`src/rtl/booth_mult_seq.sv`:
```
// booth_mult_seq: sequential radix-4 Booth multiplier.
// One Booth digit is retired per clock, so the latency is a fixed WIDTH/2+1
// cycles after the launch edge. Operands are extended to WIDTH+2 bits
// (sign or zero, depending on signed_mode). This lets one datapath produce
// exact signed and unsigned products.
module booth_mult_seq #(
  parameter int WIDTH = 32
) (
  input  logic               clk,
  input  logic               clr,
  input  logic               start,
  input  logic               signed_mode,
  input  logic [WIDTH-1:0]   a,
  input  logic [WIDTH-1:0]   b,
  output logic               busy,
  output logic               done,
  output logic [2*WIDTH-1:0] product
);

  // Extended operand width, accumulator width, digit count, counter width.
  localparam int EXT_W = WIDTH + 2;
  localparam int ACC_W = 2 * WIDTH + 4;
  localparam int N     = WIDTH / 2 + 1;
  localparam int CNT_W = $clog2(N + 1);

  typedef enum logic [0:0] {
    ST_IDLE = 1'b0,
    ST_RUN  = 1'b1
  } state_t;

  state_t             state_r;
  // The multiplicand is kept sign-extended to the accumulator width.
  // It is pre-shifted by 2*i, so the Booth term needs no variable shifter.
  logic [ACC_W-1:0]   mcand_r;
  logic [EXT_W-1:0]   mplier_r;
  logic               prev_r;
  logic [ACC_W-1:0]   acc_r;
  logic [CNT_W-1:0]   cnt_r;
  logic               busy_r;
  logic               done_r;
  logic [2*WIDTH-1:0] product_r;

  logic [ACC_W-1:0]   a_ext_s;
  logic [EXT_W-1:0]   b_ext_s;
  logic [ACC_W-1:0]   term_s;
  logic [ACC_W-1:0]   acc_next_s;
  logic               last_digit_s;

  // Map the Booth digit {b1, b0, prev} to the signed multiple of the shifted
  // multiplicand: {0, +A, +A, +2A, -2A, -A, -A, 0}.
  function automatic logic [ACC_W-1:0] booth_term(
    input logic [2:0]       digit,
    input logic [ACC_W-1:0] m
  );
    logic [ACC_W-1:0] m2;
    m2 = {m[ACC_W-2:0], 1'b0};
    case (digit)
      3'b000:  booth_term = {ACC_W{1'b0}};
      3'b001:  booth_term = m;
      3'b010:  booth_term = m;
      3'b011:  booth_term = m2;
      3'b100:  booth_term = ~m2 + {{(ACC_W-1){1'b0}}, 1'b1};
      3'b101:  booth_term = ~m + {{(ACC_W-1){1'b0}}, 1'b1};
      3'b110:  booth_term = ~m + {{(ACC_W-1){1'b0}}, 1'b1};
      3'b111:  booth_term = {ACC_W{1'b0}};
      default: booth_term = {ACC_W{1'b0}};
    endcase
  endfunction

  // Operand extension at launch, plus the current digit's partial-product add.
  always_comb begin
    a_ext_s      = {ACC_W{1'b0}};
    b_ext_s      = {EXT_W{1'b0}};
    term_s       = {ACC_W{1'b0}};
    acc_next_s   = {ACC_W{1'b0}};
    last_digit_s = 1'b0;
    if (signed_mode) begin
      a_ext_s = {{(ACC_W-WIDTH){a[WIDTH-1]}}, a};
      b_ext_s = {{2{b[WIDTH-1]}}, b};
    end else begin
      a_ext_s = {{(ACC_W-WIDTH){1'b0}}, a};
      b_ext_s = {2'b00, b};
    end
    term_s       = booth_term({mplier_r[1:0], prev_r}, mcand_r);
    acc_next_s   = acc_r + term_s;
    last_digit_s = (cnt_r == CNT_W'(1));
  end

  // Control FSM and datapath. The product is written only on the completion
  // edge, so partial sums never reach the output.
  always_ff @(posedge clk or posedge clr) begin
    if (clr) begin
      state_r   <= ST_IDLE;
      mcand_r   <= {ACC_W{1'b0}};
      mplier_r  <= {EXT_W{1'b0}};
      prev_r    <= 1'b0;
      acc_r     <= {ACC_W{1'b0}};
      cnt_r     <= {CNT_W{1'b0}};
      busy_r    <= 1'b0;
      done_r    <= 1'b0;
      product_r <= {(2*WIDTH){1'b0}};
    end else begin
      case (state_r)
        ST_IDLE: begin
          done_r <= 1'b0;
          if (start) begin
            mcand_r  <= a_ext_s;
            mplier_r <= b_ext_s;
            prev_r   <= 1'b0;
            acc_r    <= {ACC_W{1'b0}};
            cnt_r    <= CNT_W'(N);
            busy_r   <= 1'b1;
            state_r  <= ST_RUN;
          end else begin
            busy_r   <= 1'b0;
            state_r  <= ST_IDLE;
          end
        end
        ST_RUN: begin
          acc_r    <= acc_next_s;
          mcand_r  <= {mcand_r[ACC_W-3:0], 2'b00};
          mplier_r <= {{2{mplier_r[EXT_W-1]}}, mplier_r[EXT_W-1:2]};
          prev_r   <= mplier_r[1];
          cnt_r    <= cnt_r - CNT_W'(1);
          if (last_digit_s) begin
            product_r <= acc_next_s[2*WIDTH-1:0];
            done_r    <= 1'b1;
            busy_r    <= 1'b0;
            state_r   <= ST_IDLE;
          end else begin
            done_r    <= 1'b0;
            busy_r    <= 1'b1;
            state_r   <= ST_RUN;
          end
        end
        default: begin
          busy_r  <= 1'b0;
          done_r  <= 1'b0;
          cnt_r   <= {CNT_W{1'b0}};
          state_r <= ST_IDLE;
        end
      endcase
    end
  end

  assign busy    = busy_r;
  assign done    = done_r;
  assign product = product_r;

endmodule

```
`config.mk`:
```
export PLATFORM = sky130hd
export DESIGN_NAME = booth_mult_seq
export DESIGN_NICKNAME = d
export VERILOG_FILES = /design/src/rtl/booth_mult_seq.sv
export SDC_FILE = /design/constraint.sdc
export NUM_CORES = 1
export LEC_CHECK = 0
export ABC_AREA = 1
export BUFFER_PORTS_ARGS = -buffer_cell sky130_fd_sc_hd__buf_2
export CORE_UTILIZATION = 56
export DETAILED_ROUTE_END_ITERATION = 10
export GPL_TIMING_DRIVEN = 0
export PLACE_DENSITY = 0.89
export SYNTH_ARGS = -nofsm -noshare
export SYNTH_HDL_FRONTEND = slang
export SYNTH_SLANG_ARGS = --single-unit
```
`constraint.sdc`:
```
create_clock -name clk -period 7.1 [get_ports clk]
set_input_delay 0.71 -clock clk [delete_from_list [all_inputs] [get_ports clk]]
set_output_delay 0.71 -clock clk [all_outputs]
set_load 0.02 [all_outputs]
```
==> results_dict.tcl <==
set metrics [dict create \
    status "finished, final reports clean" \
    root_buffer "clkbuf_16" \
    hold_viol 0 \
    rr_worst_depth 20 \
    synthTopCellsByArea "dfrtp_1 (34%), nand2_1 (16%), nand3_1 (6.4%)" \
    yosysTopAreaCell "dfrtp_1" \
    ys_ff_latch 234 \
    path_clk_slew_ns 0.07 \
    portBuffers 133 \
    fin_setup_tns_ns 0 \
    regToRegSetupSlack_ns 1.32 \
    grt_first_pass_wirelength_um 104000 \
    h-tree-depth 1 \
    insertion_delay_ns 0.56 \
    tritoncts "built" \
    cp-start-kind "flop" \
    yosys_warnings 0 \
    rr_endpoint "product[59]" \
    synthSimpleGateAreaFrac 0.3263 \
    vias 19320 \
    wire_per_inst_um 22.48 \
    synth-async-reset-ratio 1.000 \
    grt_pass1_vias 18200 \
    synth_nets 2640 \
    num_rows 63 \
    yosys-top-cells-count "nand2_1 (727), inv_1 (284), nor2_1 (246)" \
    synth_compound_area_frac 0.1616 \
    fmaxAchievable_mhz 173.1 \
    die_y_um 176.4 \
    synth_edf_count 0 \
    ios 134 \
    slew_headroom 0.04092 \
    die-width_um 176.4 \
    hp-class "in2async" \
    drive_gt1_frac 0.08655 \
    yosysSeqAreaShare 0.3440 \
    fin_skew_ns 0.02024 \
    grt_antenna_before_repair 0 \
    firstDrtPassIters 8 \
    critPathKind "reg2reg" \
    areaGrowthSynthToFinish_pct 13.11 \
    synth_cells 2504 \
    syn_avg_cell_area_um2 6.799 \
    coreArea_um2 29800 \
    synth_most_common_cell "nand2_1" \
    synthXorXnorAreaFrac 0.03293 \
    routed_wl_um 69310 \
    initial_utilization 0.5713 \
    crit_arrival_ns 6.21 \
    mappedNetlistArea_um2 17020 \
    synth_top_family_by_area "simple AND/OR/NAND/NOR gates" \
    synthAdderAreaFrac 0.05042 \
    ant_nets 0 \
    reg2reg_from "prev_r" \
    synthMuxAreaShare 0 \
    cts_buffers 27 \
    fp.dieArea_um2 31100 \
    post_cts_buffers 0 \
    fin_crit_ns 5.777 \
    hold_buffers 0 \
    grt_setup_unrepaired "false" \
    slew_viol_final 0 \
    drc 0 \
    required_ns 7.53 \
    ctsResizeCount 0 \
    dp_hpwl_um 54150 \
    first_iter_violations 2503 \
    gp_congestion 1.023 \
    yosys.area.top_type_share 0.3440 \
    fin_crit_sh 0.8137 \
    end_kind "flop" \
    setup_viol_count_final 0 \
    nets 2808 \
    synth_ff_type "dfrtp_1" \
    via_per_inst 6.266 \
    maxCapViolCount 0 \
    utilization 0.6463 \
    yosysUniqueCellTypes 51 \
    grt_max_degree 43 \
    cts_buffer_depth 3 \
    grt_usage 0.4426 \
    clkSinkCount 234 \
    tightest_slew_ns 1.433 \
    grt-ovfl-total 0 \
    path_max_fanout 10 \
]
==> sequential cells by signal, indices dropped and copies added, names as in the netlist <==
signal	count
acc_r	64
busy	1
cnt_r	5
done	1
mcand_r	64
mplier_r	34
prev_r	1
product	64
==> critical path, cell delays in order (launching register included) <==
cell and delay [ns]:
dfrtp_1 0.39, nand2_1 0.09, nand2_1 0.14, nor2_1 0.82, inv_1 0.24, clkbuf_1 0.39, clkbuf_1 0.39, o21ai_0 0.57
inv_1 0.10, ha_1 0.39, nand2_1 0.13, nor2_1 0.13, nand2_1 0.06, nand3_1 0.24, a21oi_1 0.22, o21ai_1 0.53
nand4_1 0.41, nand2_1 0.16, nand2_1 0.08, nand3_1 0.09, nand2_1 0.06
==> metrics by stage <==
step           hold slack (ns)  instances  cell area [um2]  setup slack [ns]
5_1_grt                 0.3460       3082            19250             1.155
2_1_floorplan           0.4501       2504            17030             3.326
3_5_place_dp            0.4607       3033            18300             1.770
4_1_cts                 0.3063       3082            19250             1.677
6_report                0.2930       3083            19260             1.323
3_3_place_gp            0.4579       3027            18180             1.845
==> cell usage in the layout, fill, tap and decap left out, types with 5 or more instances in the layout <==
master      Yosys  layout
o21bai_1       14      14
xor2_1         45      45
dfrtp_1       234     234
or2_2          15      15
inv_1         284     283
nor3_1         26      26
inv_2           9       9
a21o_1          9       9
nand2_1       727     727
nor2_1        246     246
o221ai_1       67      67
o21ai_0       161     161
nand3_1       216     216
a22oi_1         6       6
buf_12          0       6
nor2_2          5       5
xnor2_1        19      19
nand4_1        27      27
o211ai_1       11      11
inv_6           0       7
clkinvlp_4      0       5
ha_1           67      67
o22ai_1        12      12
buf_1           6       6
clkbuf_16       0      27
o21ai_1         5       5
nand3b_1       17      17
clkbuf_1       78      79
o2111ai_1      31      31
a31oi_1         5       5
nor4_1         10      10
a21oi_1       110     110
buf_2           5     138
==> cell families (layout without fill, tap and decap cells) <==
group,after synthesis,after routing
flops,234,234
xor+xnor,64,64
simple gates,1311,1311
buf+inv,383,571
compound gates,444,444
fa+ha+maj,68,68
other cells,0,1
==> worst max path at each step <==
stage | endpoint | start | cells after the start | slack, ns
floorplan | acc_r[0] | clr | 1 | 3.33
global placement | product[56] | prev_r | 20 | 1.84
detailed placement | product[59] | prev_r | 20 | 1.77
CTS | product[59] | prev_r | 20 | 1.68
global route | acc_r[56] | prev_r | 20 | 1.16
finish | product[59] | prev_r | 20 | 1.32
==> metal layers <==
layer / up-vias / share of wire / GRT usage / routed length (um)
met3: 279 / 0.10 / 0.08441 / 7046
met5: - / 0 / 0 / 0
met2: 1290 / 0.43 / 0.6937 / 30150
li1: 8681 / - / - / -
met4: 0 / 0.061 / 0.2281 / 4251
met1: 9068 / 0.40 / 0.5821 / 27870
==> layout make-up <==
| type | instances | area [um2] |
|---|---|---|
| Antenna cell | 1 | 2.502 |
| Buffer | 89 | 340.3 |
| Clock buffer | 29 | 693.2 |
| Clock inverter | 20 | 259.0 |
| Fill cell | 2683 | 10540 |
| Inverter | 294 | 1107 |
| Multi-Input combinational cell | 1887 | 9724 |
| Sequential cell | 234 | 5856 |
| Tap cell | 390 | 488.0 |
| Timing Repair Buffer | 139 | 785.8 |
Power is not shown: default switching activity piles up to over one toggle a cycle in this logic, so the estimate is an artifact.
